File: src/rtl/player_sprite_pixel_pipe_if.sv
// Player sprite pixel pipe bus: raster position, generator outputs, sprite ROM
// port and the registered player pixel for the colour mapper.
//   master : upstream / ROM side, drives raster, generator and ROM data signals
//   slave  : the pixel pipe, drives rom_addr and the pixel outputs
//   DrawX, DrawY   raster position
//   src_on         playerOn per generator
//   src_addr       spriteAddress per generator, src k at [k*ADDR_W +: ADDR_W]
//   anim_sel       requested generator (sampled at frame start)
//   invincible     blink enable
//   rom_addr       sprite ROM read address
//   rom_data       sprite ROM colour index
//   pix_on/pix_idx player pixel flag and colour index
//   pix_x/pix_y    raster position aligned with pix_on
//   active_sel     generator in use this frame
interface player_sprite_pixel_pipe_if #(
    parameter int unsigned NUM_SRC = 4,
    parameter int unsigned ADDR_W  = 21,
    parameter int unsigned IDX_W   = 4
);
    logic [9:0]                DrawX;
    logic [9:0]                DrawY;
    logic [NUM_SRC-1:0]        src_on;
    logic [NUM_SRC*ADDR_W-1:0] src_addr;
    logic [1:0]                anim_sel;
    logic                      invincible;
    logic [ADDR_W-1:0]         rom_addr;
    logic [IDX_W-1:0]          rom_data;
    logic                      pix_on;
    logic [IDX_W-1:0]          pix_idx;
    logic [9:0]                pix_x;
    logic [9:0]                pix_y;
    logic [1:0]                active_sel;

    modport master (
        output DrawX, DrawY, src_on, src_addr, anim_sel, invincible, rom_data,
        input  rom_addr, pix_on, pix_idx, pix_x, pix_y, active_sel
    );

    modport slave (
        input  DrawX, DrawY, src_on, src_addr, anim_sel, invincible, rom_data,
        output rom_addr, pix_on, pix_idx, pix_x, pix_y, active_sel
    );
endinterface

File: src/rtl/player_sprite_pixel_pipe.sv
// Player sprite pixel pipe: picks one animation generator per frame, issues the
// sprite ROM read, applies transparency (index 0) and invincibility blinking,
// and emits a registered player pixel with aligned raster coordinates.
// Latency from raster input to pix_on is ROM_LAT+2 clocks, one pixel per clock.
// Ports:
//   Clk    pixel clock
//   Reset  asynchronous, active-high
//   bus    player_sprite_pixel_pipe_if slave (raster, generators, ROM, pixel out)
module player_sprite_pixel_pipe #(
    parameter int unsigned NUM_SRC      = 4,
    parameter int unsigned ADDR_W       = 21,
    parameter int unsigned IDX_W        = 4,
    parameter int unsigned ROM_LAT      = 1,
    parameter int unsigned BLINK_PERIOD = 8
) (
    input  logic                        Clk,
    input  logic                        Reset,
    player_sprite_pixel_pipe_if.slave   bus
);

    localparam int unsigned XY_W  = 10;
    localparam int unsigned SEL_W = 2;
    localparam int unsigned CNT_W = (BLINK_PERIOD > 2) ? $clog2(BLINK_PERIOD) : 1;
    localparam int unsigned HALF  = BLINK_PERIOD / 2;

    logic                           frameStart_c;
    logic                           blank_c;
    logic                           selOn_c;
    logic [ADDR_W-1:0]              selAddr_c;
    logic                           pixOnNext_c;

    logic [SEL_W-1:0]               activeSel;
    logic [SEL_W-1:0]               activeSelNext;
    logic [CNT_W-1:0]               frameCnt;
    logic [CNT_W-1:0]               frameCntNext;
    logic [ADDR_W-1:0]              romAddr;
    logic [ADDR_W-1:0]              romAddrNext;

    logic                           onA;
    logic [XY_W-1:0]                xA;
    logic [XY_W-1:0]                yA;

    logic [ROM_LAT-1:0]             onPipe;
    logic [ROM_LAT-1:0][XY_W-1:0]   xPipe;
    logic [ROM_LAT-1:0][XY_W-1:0]   yPipe;
    logic [ROM_LAT-1:0]             onPipeNext_c;
    logic [ROM_LAT-1:0][XY_W-1:0]   xPipeNext_c;
    logic [ROM_LAT-1:0][XY_W-1:0]   yPipeNext_c;

    logic                           pixOn;
    logic [IDX_W-1:0]               pixIdx;
    logic [XY_W-1:0]                pixX;
    logic [XY_W-1:0]                pixY;

    assign frameStart_c = (bus.DrawX == '0) && (bus.DrawY == '0);

    // Blank during the second half of the blink period; the live invincible
    // input gates it so dropping invincibility unblanks on the very next pixel.
    assign blank_c = bus.invincible && (frameCnt >= CNT_W'(HALF));

    // Generator mux driven by the registered selection
    always_comb begin
        selOn_c   = 1'b0;
        selAddr_c = '0;
        for (int k = 0; k < int'(NUM_SRC); k++) begin
            if (activeSel == SEL_W'(k)) begin
                selOn_c   = bus.src_on[k];
                selAddr_c = bus.src_addr[k*ADDR_W +: ADDR_W];
            end
        end
    end

    // Next-state for selection, blink counter and ROM address
    always_comb begin
        activeSelNext = activeSel;
        frameCntNext  = frameCnt;
        romAddrNext   = romAddr;
        pixOnNext_c   = onPipe[ROM_LAT-1] && (bus.rom_data != '0);

        // Out-of-range requests keep the current generator
        if (frameStart_c && (32'(bus.anim_sel) < NUM_SRC)) begin
            activeSelNext = bus.anim_sel;
        end

        if (!bus.invincible) begin
            frameCntNext = '0;
        end else if (frameStart_c) begin
            frameCntNext = (frameCnt == CNT_W'(BLINK_PERIOD - 1)) ? '0 : frameCnt + CNT_W'(1);
        end

        // Hold the last address while the sprite is off to avoid needless ROM toggling
        if (selOn_c) begin
            romAddrNext = selAddr_c;
        end
    end

    // Delay line that keeps the on flag and coordinates in step with rom_data
    generate
        if (ROM_LAT == 1) begin : g_lat1
            assign onPipeNext_c = onA;
            assign xPipeNext_c  = xA;
            assign yPipeNext_c  = yA;
        end else begin : g_latN
            assign onPipeNext_c = {onPipe[ROM_LAT-2:0], onA};
            assign xPipeNext_c  = {xPipe[ROM_LAT-2:0], xA};
            assign yPipeNext_c  = {yPipe[ROM_LAT-2:0], yA};
        end
    endgenerate

    // Pipeline registers
    always_ff @(posedge Clk or posedge Reset) begin
        if (Reset) begin
            activeSel <= '0;
            frameCnt  <= '0;
            romAddr   <= '0;
            onA       <= 1'b0;
            xA        <= '0;
            yA        <= '0;
            onPipe    <= '0;
            xPipe     <= '0;
            yPipe     <= '0;
            pixOn     <= 1'b0;
            pixIdx    <= '0;
            pixX      <= '0;
            pixY      <= '0;
        end else begin
            activeSel <= activeSelNext;
            frameCnt  <= frameCntNext;
            romAddr   <= romAddrNext;
            onA       <= selOn_c & ~blank_c;
            xA        <= bus.DrawX;
            yA        <= bus.DrawY;
            onPipe    <= onPipeNext_c;
            xPipe     <= xPipeNext_c;
            yPipe     <= yPipeNext_c;
            pixOn     <= pixOnNext_c;
            pixIdx    <= pixOnNext_c ? bus.rom_data : '0;
            pixX      <= xPipe[ROM_LAT-1];
            pixY      <= yPipe[ROM_LAT-1];
        end
    end

    assign bus.rom_addr   = romAddr;
    assign bus.pix_on     = pixOn;
    assign bus.pix_idx    = pixIdx;
    assign bus.pix_x      = pixX;
    assign bus.pix_y      = pixY;
    assign bus.active_sel = activeSel;

endmodule
File: src/flat_wrapper.sv
// flat-port wrapper written by rule: the top's interface ports become plain ports
module player_sprite_pixel_pipe_flat 
#(
    parameter int unsigned NUM_SRC      = 4,
    parameter int unsigned ADDR_W       = 21,
    parameter int unsigned IDX_W        = 4,
    parameter int unsigned ROM_LAT      = 1,
    parameter int unsigned BLINK_PERIOD = 8
)
  (Clk, Reset, bus_DrawX, bus_DrawY, bus_src_on, bus_src_addr, bus_anim_sel, bus_invincible, bus_rom_data, bus_rom_addr, bus_pix_on, bus_pix_idx, bus_pix_x, bus_pix_y, bus_active_sel);
  player_sprite_pixel_pipe_if #(.NUM_SRC(NUM_SRC), .ADDR_W(ADDR_W), .IDX_W(IDX_W)) bus_i ();
  input  logic Clk;
  input  logic Reset;
  input wire logic [$bits(bus_i.DrawX)-1:0] bus_DrawX;
  input wire logic [$bits(bus_i.DrawY)-1:0] bus_DrawY;
  input wire logic [$bits(bus_i.src_on)-1:0] bus_src_on;
  input wire logic [$bits(bus_i.src_addr)-1:0] bus_src_addr;
  input wire logic [$bits(bus_i.anim_sel)-1:0] bus_anim_sel;
  input wire logic [$bits(bus_i.invincible)-1:0] bus_invincible;
  input wire logic [$bits(bus_i.rom_data)-1:0] bus_rom_data;
  output wire logic [$bits(bus_i.rom_addr)-1:0] bus_rom_addr;
  output wire logic [$bits(bus_i.pix_on)-1:0] bus_pix_on;
  output wire logic [$bits(bus_i.pix_idx)-1:0] bus_pix_idx;
  output wire logic [$bits(bus_i.pix_x)-1:0] bus_pix_x;
  output wire logic [$bits(bus_i.pix_y)-1:0] bus_pix_y;
  output wire logic [$bits(bus_i.active_sel)-1:0] bus_active_sel;
  assign bus_i.DrawX = bus_DrawX;
  assign bus_i.DrawY = bus_DrawY;
  assign bus_i.src_on = bus_src_on;
  assign bus_i.src_addr = bus_src_addr;
  assign bus_i.anim_sel = bus_anim_sel;
  assign bus_i.invincible = bus_invincible;
  assign bus_i.rom_data = bus_rom_data;
  assign bus_rom_addr = bus_i.rom_addr;
  assign bus_pix_on = bus_i.pix_on;
  assign bus_pix_idx = bus_i.pix_idx;
  assign bus_pix_x = bus_i.pix_x;
  assign bus_pix_y = bus_i.pix_y;
  assign bus_active_sel = bus_i.active_sel;
  player_sprite_pixel_pipe #(.NUM_SRC(NUM_SRC), .ADDR_W(ADDR_W), .IDX_W(IDX_W), .ROM_LAT(ROM_LAT), .BLINK_PERIOD(BLINK_PERIOD)) u_core (.Clk(Clk), .Reset(Reset), .bus(bus_i));
endmodule
File: config.mk
export PLATFORM = sky130hd
export DESIGN_NAME = player_sprite_pixel_pipe_flat
export DESIGN_NICKNAME = d
export VERILOG_FILES = /design/src/rtl/player_sprite_pixel_pipe_if.sv /design/src/rtl/player_sprite_pixel_pipe.sv /design/src/flat_wrapper.sv
export SDC_FILE = /design/constraint.sdc
export NUM_CORES = 1
export LEC_CHECK = 0
export BUFFER_PORTS_ARGS = -buffer_cell sky130_fd_sc_hd__buf_4
export CAP_MARGIN = 20
export CORE_ASPECT_RATIO = 0.7
export CORE_MARGIN = 10
export CORE_UTILIZATION = 49
export CTS_CLUSTER_DIAMETER = 150
export DETAILED_ROUTE_END_ITERATION = 10
export PLACE_DENSITY = 0.85
export SLEW_MARGIN = 10
export SYNTH_ARGS = -nofsm -noshare
export SYNTH_HDL_FRONTEND = slang
export SYNTH_SLANG_ARGS = --single-unit
File: constraint.sdc
create_clock -name Clk -period 5.7 [get_ports Clk]
set_clock_uncertainty 0.2 [all_clocks]
set_input_delay 1.14 -clock Clk [delete_from_list [all_inputs] [get_ports Clk]]
set_output_delay 1.14 -clock Clk [all_outputs]
set_load 0.05 [all_outputs]
==> impl_metrics.yaml, run 1 <==
drt:
  drcViolationCount: 0
  antenna_left: 0
  wl_per_cell_um: 18.69
  routed_via_density: 4.805
  drt-total-wl_mm: 8.222
  num_vias: 2114
  firstDrtPassIters: 4
  drt_iter0_markers: 79
critical_path:
  cpMaxStageDelayCell: "dfrtp_1"
  path_class: "reg2out"
  cpPeakStageDelay_ns: 0.69
  crit_required_ns: 4.36
  critPathLaunchType: "flop"
  critical_path.top_delay_family: "flip-flops"
  critPathCaptureType: "output port"
  arrival_ns: 1.71
  cpMostUsedCell: "buf_4"
  crit_chain: "buf_4 -> buf_4"
  critPathMaxFanout: 15
  critical_path_buf_inv_count: 2
sta:
  finalHoldViolations: 0
  fmax_mhz: 327.6
  slew_viol_final: 0
  setup_violations: 0
  slew_headroom_pct: 33.56
  fin_crit_sh_pct: 53.55
  timing.final.crit_period_ns: 3.052
  tightest_slew_ns: 0.9966
  finalSetupTns_ns: 0
  rsz0062_at_grt: "false"
global_routing:
  grt_pass1_vias: 2469
  grt_max_degree: 68
  grt_pass1_wl_mm: 12.48
  grt.total_usage_pct: 15.42
  overflow: 0
  antenna_found_initial: 0
layout:
  n_fill_cell: 446
  diodes: 0
  regArea_um2: 2327
  multi_input_area_um2: 997.2
  mostFrequentLayoutCells: "166 x buf_4, 93 x dfrtp_1, 22 x mux4_2, 19 x mux2_4, 9 x clkbuf_8"
  layout_commonest_cell: "buf_4"
  fin_nets: 460
  drive_above_1_share_pct: 66.47
  utilization_pct: 72.56
  area_growth_pct: 44.39
logic_synthesis:
  synth_edf_count: 0
  async_flop_share_pct: 100.0
  ys_seq_area_share_pct: 68.86
  synth_fp_nets: 290
  synthCells: 171
  ys_seq_elements: 93
  ys.flop_type: "dfrtp_1"
  syn_area_um2: 3379
  yosysWarnings: 0
  ys_types: 17
  postSynthAreaPerCell_um2: 19.76
power_and_ir_drop:
  ir_worst_vdd_mv: 0.2257
  cellPowerDensity_nw_per_um2: 282.1
  leakage_nw: 2.341
floorplan:
  coreArea_um2: 6725
  start_util_pct: 50.25
  ios: 165
  core.rowCount: 25
  die-area_um2: 10670
  die_y_um: 89.48
  die_x_um: 119.3
cts:
  root_buffer: "clkbuf_8"
  numClockSinks: 93
  cts_resized: 0
  clk_pin_slew_ns: 0.09
  max-clock-path-buffers: 2
  h-tree-depth: 3
  postCtsSetupBuffers: 0
  numCtsBuffers: 9
  cts_tree: "built"
  cts-hold-fix-buffers: 0
  insertion_delay_ns: 0.36
placed_design:
  hpwl_mm: 6.658
  numPortBuffers: 164
  place.gp.congestion: 0.6943
worst_hold_path:
  hp-class: "reg2reg"
outcome:
  status: "complete, no violations"
flow_run:
  cap_violations: 0
-- flip-flops by register name, indices dropped and copies added, names as in the netlist --
register	count
u_core.bus.active_sel	2
u_core.bus.pix_idx	4
u_core.bus.pix_on	1
u_core.bus.pix_x	10
u_core.bus.pix_y	10
u_core.bus.rom_addr	21
u_core.frameCnt	3
u_core.onA	1
u_core.onPipe	1
u_core.xA	10
u_core.xPipe	10
u_core.yA	10
u_core.yPipe	10
-- cell usage after synthesis, drive strengths merged (2+ instances only) --
cell type | n | share of area, %
mux2i | 3 | 0.89
buf | 5 | 1.3
and2 | 5 | 0.93
ha | 2 | 0.74
clkbuf | 2 | 0.22
nor4 | 5 | 0.93
mux4 | 22 | 15
nand2 | 6 | 0.67
dfrtp | 93 | 69
mux2 | 23 | 9.8
-- logic make-up (layout without fill, tap and decap cells) --
group	after synthesis	after routing	synth area share (%)
fa+ha+maj	2	2	0.7403
mux	48	48	25.32
flops	93	93	68.86
buf+inv	8	183	1.629
simple gates	19	19	3.110
compound gates	1	1	0.3332
-- final timing paths --
path | from | end | slack (ns) | cells after the start
worst max register to register | u_core.bus.active_sel[0]$_DFFE_PP0P_ | u_core.bus.rom_addr[18]$_DFFE_PP0P_ | 3.00 | 3
worst min register to register | u_core.yA[0]$_DFF_PP0_ | u_core.yPipe[0]$_DFF_PP0_ | 0.14 | 0
worst min-delay path | u_core.yA[0]$_DFF_PP0_ | u_core.yPipe[0]$_DFF_PP0_ | 0.14 | 0
min in group asynchronous | Reset | u_core.bus.rom_addr[5]$_DFFE_PP0P_ | 0.57 | 2
max in group asynchronous | Reset | u_core.yA[8]$_DFF_PP0_ | 3.61 | 3
worst max-delay path | u_core.bus.active_sel[0]$_DFFE_PP0P_ | bus_active_sel[0] | 2.65 | 2
-- report_power, final --
group	internal, W	switching [W]	total, W
Combinational	0.000114	0.000135	0.000249
Sequential	0.000698	0.0000162	0.000714
Clock	0.000169	0.000244	0.000413
-- per-stage QoR --
stage / total power, W / setup WS, ns / std cells / hold slack (ns) / area, um2
2_1_floorplan: 0.0008623 / 1.940 / 171 / 0.1312 / 3379
3_3_place_gp: 0.0009742 / 2.935 / 424 / 0.1312 / 4693
3_5_place_dp: 0.0009806 / 2.899 / 424 / 0.1347 / 4693
4_1_cts: 0.001391 / 2.561 / 440 / 0.1448 / 4880
5_1_grt: 0.001437 / 2.429 / 440 / 0.1534 / 4880
6_report: 0.001376 / 2.648 / 440 / 0.1436 / 4880
-- area by class of cell --
| type | count | area share, % |
|---|---|---|
| sequential | 93 | 47.69 |
| clock buffer | 9 | 2.538 |
| tap | 94 | 2.410 |
| multi-input combinational | 70 | 20.44 |
| timing repair buffer | 166 | 25.54 |
| inverter | 1 | 0.1026 |
| clock inverter | 7 | 1.282 |
-- routing by layer --
metal / global-route usage [%] / wire length (um)
met4: 4.420 / 91
met5: 0 / 0
met3: 8.580 / 936
met2: 25.19 / 4122
met1: 17.22 / 3071
Power figures use the tool's default switching activity.
==> inputs of run 2 (changes only) <==
--- a/config.mk
+++ b/config.mk
@@ -9,10 +9,10 @@
 export CAP_MARGIN = 20
 export CORE_ASPECT_RATIO = 0.7
 export CORE_MARGIN = 10
-export CORE_UTILIZATION = 49
+export CORE_UTILIZATION = 41
 export CTS_CLUSTER_DIAMETER = 150
 export DETAILED_ROUTE_END_ITERATION = 10
-export PLACE_DENSITY = 0.85
+export PLACE_DENSITY = 0.76
 export SLEW_MARGIN = 10
 export SYNTH_ARGS = -nofsm -noshare
 export SYNTH_HDL_FRONTEND = slang
==> constraint.sdc (replaced) <==
create_clock -name Clk -period 2.8 [get_ports Clk]
set_clock_uncertainty 0.2 [all_clocks]
set_input_delay 0.56 -clock Clk [delete_from_list [all_inputs] [get_ports Clk]]
set_output_delay 0.56 -clock Clk [all_outputs]
set_load 0.05 [all_outputs]
==> impl_metrics.yaml, run 2 (synthesis gave the netlist of run 1 again) <==
outcome:
  status: "complete, no violations"
layout:
  diodes: 0
  utilization_pct: 63.44
  fin_nets: 463
  area_growth_pct: 49.02
  drive_above_1_share_pct: 66.76
  layout_commonest_cell: "buf_4"
  mostFrequentLayoutCells: "168 x buf_4, 93 x dfrtp_1, 22 x mux4_2, 19 x mux2_4, 9 x clkbuf_16"
  final_area_um2: 5036
  largest_reg_flops: 21
sta:
  finalHoldViolations: 0
  setup_violations: 0
  rsz0062_at_grt: "false"
  timing.final.crit_period_ns: 2.088
  fmax_mhz: 478.9
  slew_viol_final: 0
  finalSetupTns_ns: 0
  slew_headroom_pct: 52.66
  fin_crit_sh_pct: 74.58
  hold_slack_ns: 0.1190
  tightest_slew_ns: 0.7101
drt:
  routed_via_density: 4.711
  num_vias: 2120
  antenna_left: 0
  drcViolationCount: 0
  drt-total-wl_mm: 8.382
  drt_iter0_markers: 101
  wl_per_cell_um: 18.63
  firstDrtPassIters: 4
critical_path:
  critPathLaunchType: "flop"
  crit_chain: "buf_4 -> buf_4"
  arrival_ns: 1.33
  path_depth: 2
  regToRegEndpoint: "u_core.bus.rom_addr[9]$_DFFE_PP0P_"
  critical_path.top_delay_family: "buffers and inverters"
  critical_path_buf_inv_count: 2
  cpMaxStageDelayCell: "dfrtp_1"
  critPathMaxFanout: 23
  cpMostUsedCell: "buf_4"
  crit_path_end: "bus_active_sel[1]"
  crit_required_ns: 2.04
  critPathCaptureType: "output port"
  r2r_cells: 2
  path_class: "reg2out"
  cpPeakStageDelay_ns: 0.38
  r2r-start: "u_core.bus.active_sel[0]$_DFFE_PP0P_"
  r2r_slack_ns: 0.83
  critPathLaunch: "u_core.bus.active_sel[1]$_DFFE_PP0P_"
global_routing:
  grt.total_usage_pct: 13.21
  grt_pass1_vias: 2440
  grt_max_degree: 42
  overflow: 0
  grt_pass1_wl_mm: 12.59
  antenna_found_initial: 0
power_and_ir_drop:
  ir_worst_vdd_mv: 0.3333
  p_comb_share_pct: 16.3
  switchingPower_w: 0.0008341
  clkPwrFrac_pct: 37.4
  cellPowerDensity_nw_per_um2: 624.1
  swShare_pct: 26.54
  p_int_w: 0.002309
  seq_power_share_pct: 46.3
  leakage_nw: 2.407
placed_design:
  hpwl_mm: 6.753
  place.gp.congestion: 0.7080
  place_area_um2: 4740
  numPortBuffers: 164
cts:
  numClockSinks: 93
  postCtsSetupBuffers: 0
  clk_pin_slew_ns: 0.06
  insertion_delay_ns: 0.33
  root_buffer: "clkbuf_16"
  cts-hold-fix-buffers: 0
  h-tree-depth: 3
  cts_tree: "built"
  cts_resized: 0
  max-clock-path-buffers: 2
  numCtsBuffers: 9
floorplan:
  die-area_um2: 12330
  ios: 165
  coreArea_um2: 7939
  start_util_pct: 42.57
  die_x_um: 128.5
  core.rowCount: 27
  die_y_um: 95.96
worst_hold_path:
  hp-class: "in2async"
flow_run:
  cap_violations: 0
## run 2: changes by cell type in the layout (fill, tap and decap cells not counted), moves of 2 or more
cell / before / now
clkbuf_16: 0 / 9
clkbuf_8: 9 / 1
buf_4: 166 / 168
clkinv_2: 2 / 0
## run 2: how the worst min path moves through the flow
stage | startpoint | endpoint | slack, ns | cells past startpoint
floorplan | u_core.xPipe[0]$_DFF_PP0_ | u_core.bus.pix_x[0]$_DFF_PP0_ | 0.13 | 0
global placement | u_core.yPipe[0]$_DFF_PP0_ | u_core.bus.pix_y[0]$_DFF_PP0_ | 0.13 | 0
detailed placement | u_core.xPipe[0]$_DFF_PP0_ | u_core.bus.pix_x[0]$_DFF_PP0_ | 0.13 | 0
CTS | Reset | u_core.bus.rom_addr[1]$_DFFE_PP0P_ | 0.13 | 2
global route | bus_DrawY[1] | u_core.yA[1]$_DFF_PP0_ | 0.12 | 1
finish | Reset | u_core.bus.rom_addr[0]$_DFFE_PP0P_ | 0.12 | 2
## run 2: final cells by class
| cell class | count | area [um2] |
|---|---|---|
| repair buffers | 169 | 1281 |
| inverters | 1 | 7.507 |
| clock inverters | 6 | 57.56 |
| clock buffers | 10 | 239.0 |
| fillers | 594 | 2903 |
| multi-input cells | 70 | 997.2 |
| flip-flops and latches | 93 | 2327 |
| well taps | 101 | 126.4 |
## run 2: worst reg2reg max path: cells and delay by family (launching register included)
family,cells,cell delay [ns]
multiplexers,2,1.25
flip-flops,1,0.41
## run 2: power groups by stage
stage	Clock, W	Combinational (W)	Sequential (W)
after detailed placement	0	0.000521	0.00148
after global placement	0	0.000512	0.00148
after floorplan	0	0.000106	0.00165
after CTS	0.00121	0.000521	0.00145
final	0.00118	0.000513	0.00145
after global routing	0.00127	0.000541	0.00146
## run 2: per-layer routing
metal	share of wire (%)	track usage (%)	vias to the layer above	wire length, um
li1	-	-	980	-
met1	37	14.51	1044	3082
met2	51	21.58	91	4245
met3	12	7.798	5	997
met4	0.68	3.604	0	57
met5	0	0	-	0
## run 2: metrics by stage
| step | power, W | setup slack (ns) | instances |
|---|---|---|---|
| 5_1_grt | 0.003276 | 0.6539 | 450 |
| 6_report | 0.003143 | 0.7119 | 450 |
| 3_3_place_gp | 0.001989 | 0.5439 | 434 |
| 3_5_place_dp | 0.002000 | 0.5646 | 434 |
| 4_1_cts | 0.003189 | 0.7004 | 450 |
| 2_1_floorplan | 0.001756 | 0.6021 | 171 |
==> inputs of run 3 (changes only) <==
==> constraint.sdc (replaced) <==
create_clock -name Clk -period 1.75 [get_ports Clk]
set_clock_uncertainty 0.2 [all_clocks]
set_input_delay 0.35 -clock Clk [delete_from_list [all_inputs] [get_ports Clk]]
set_output_delay 0.35 -clock Clk [all_outputs]
set_load 0.05 [all_outputs]
==> impl_metrics.yaml, run 3 (synthesis gave the netlist of run 1 again) <==
flow_run:
  cap_violations: 0
critical_path:
  cpMaxStageDelayCell: "mux4_2"
  cpPeakStageDelay_ns: 0.55
  r2r_slack_ns: -0.03
  critPathCaptureType: "flop"
  r2r_cells: 3
  crit_path_end: "u_core.bus.rom_addr[16]$_DFFE_PP0P_"
  r2r-start: "u_core.bus.active_sel[0]$_DFFE_PP0P_"
  path_class: "reg2reg"
  crit_required_ns: 1.76
  critPathMaxFanout: 21
  critPathLaunch: "u_core.bus.active_sel[0]$_DFFE_PP0P_"
  arrival_ns: 1.79
  critPathLaunchType: "flop"
  regToRegEndpoint: "u_core.bus.rom_addr[16]$_DFFE_PP0P_"
  crit_chain: "mux4_2 -> buf_12 -> mux2_4"
cts:
  insertion_delay_ns: 0.33
  clk_pin_slew_ns: 0.06
  cts_tree: "built"
  h-tree-depth: 3
  numCtsBuffers: 9
  root_buffer: "clkbuf_16"
  postCtsSetupBuffers: 0
  max-clock-path-buffers: 2
  numClockSinks: 93
placed_design:
  hpwl_mm: 6.820
  numPortBuffers: 164
  place.gp.congestion: 0.7320
  place_ws_ns: -0.1886
global_routing:
  grt.total_usage_pct: 14.09
  overflow: 0
  antenna_found_initial: 0
  grt_max_degree: 42
  grt_pass1_vias: 2647
  grt_pass1_wl_mm: 13.45
layout:
  area_growth_pct: 56.94
  layout_commonest_cell: "buf_4"
  regArea_um2: 2328
  fin_nets: 488
  largest_reg_flops: 21
  diodes: 0
  mostFrequentLayoutCells: "167 x buf_4, 92 x dfrtp_1, 22 x mux4_2, 21 x dlygate4sd3_1, 19 x mux2_4"
  drive_above_1_share_pct: 63.37
  utilization_pct: 66.81
  multi_input_area_um2: 997.2
  n_fill_cell: 560
sta:
  slew_headroom_pct: 68.63
  setup_ws_ns: -0.02566
  slew_viol_final: 0
  setup_violations: 19
  rsz0062_at_grt: "true"
  timing.final.crit_period_ns: 1.776
  finalHoldViolations: 0
  tightest_slew_ns: 0.4696
  fmax_mhz: 563.2
  finalSetupTns_ns: -0.3366
  fin_crit_sh_pct: 101.5
floorplan:
  die-area_um2: 12330
  start_util_pct: 42.57
  die_y_um: 95.96
  die_x_um: 128.5
  ios: 165
  core.rowCount: 27
  coreArea_um2: 7939
outcome:
  status: "finished with violations"
  violations: "negative setup slack"
power_and_ir_drop:
  ir_worst_vdd_mv: 0.7070
  leakage_nw: 2.514
  cellPowerDensity_nw_per_um2: 943.3
worst_hold_path:
  hp-class: "in2reg"
drt:
  firstDrtPassIters: 4
  routed_via_density: 4.733
  drcViolationCount: 0
  num_vias: 2248
  wl_per_cell_um: 18.16
  drt-total-wl_mm: 8.625
  drt_iter0_markers: 114
  antenna_left: 0
run 3: cell types whose count changed in the layout (fill, tap and decap cells not counted), sizes merged:
cell | before | now
clkbuf | 10 | 12
clkinv | 0 | 1
inv | 6 | 2
clkinvlp | 1 | 2
buf | 169 | 173
dlygate4sd3 | 0 | 21
run 3: routing by layer:
layer	routed length, um	up-vias	part of all wire, %	track usage, %
met4	119	0	1.4	4.898
met3	885	13	10	7.523
met1	3221	1115	37	15.23
li1	-	1016	-	-
met5	0	-	0	0
met2	4400	104	51	23.48
run 3: worst max-delay path: cells and delay by family (launching register included):
kind	cells	cell delay [ns]
buffers and inverters	1	0.20
flip-flops	1	0.40
multiplexers	2	0.86
run 3: how the worst min path moves through the flow:
stage,end,startpoint,cells past startpoint
global placement,u_core.xPipe[8]$_DFF_PP0_,u_core.xA[8]$_DFF_PP0_,0
global route,u_core.bus.active_sel[1]$_DFFE_PP0P_,bus_anim_sel[1],2
detailed placement,u_core.bus.pix_x[1]$_DFF_PP0_,u_core.xPipe[1]$_DFF_PP0_,0
finish,u_core.bus.pix_idx[2]$_DFF_PP0_,bus_rom_data[2],2
CTS,u_core.bus.pix_idx[2]$_DFF_PP0_,bus_rom_data[2],2
floorplan,u_core.bus.pix_x[0]$_DFF_PP0_,u_core.xPipe[0]$_DFF_PP0_,0
run 3: report_power, final:
group | total, W | internal, W | switching, W
Combinational | 0.000864 | 0.000413 | 0.000450
Sequential | 0.00233 | 0.00228 | 0.0000530
Clock | 0.00181 | 0.00105 | 0.000761
Total | 0.00500 | 0.00374 | 0.00126
run 3: cell type report:
type | instances | area share (%)
clock buffer | 12 | 4.836
clock inverter | 4 | 0.5662
inverter | 1 | 0.1415
multi-input combinational | 70 | 18.80
sequential | 93 | 43.90
tap | 101 | 2.383
timing repair buffer | 194 | 29.37
run 3: timing repair:
action	CTS	global route
gates cloned	0	0
hold buffers	21	0
setup endpoints to repair	22	23
hold endpoints to repair	38	0
resized for setup	2	1
pin swaps	0	0
run 3: per-stage QoR:
step           power (W)  hold slack (ns)  instance area, um2  cells
5_1_grt         0.005232          0.04663                5304    475
3_5_place_dp    0.003208           0.1347                4796    438
4_1_cts         0.005062          0.03385                5300    475
3_3_place_gp    0.003189           0.1312                4796    438
6_report        0.005003          0.05293                5304    475
2_1_floorplan   0.002809           0.1312                3390    171
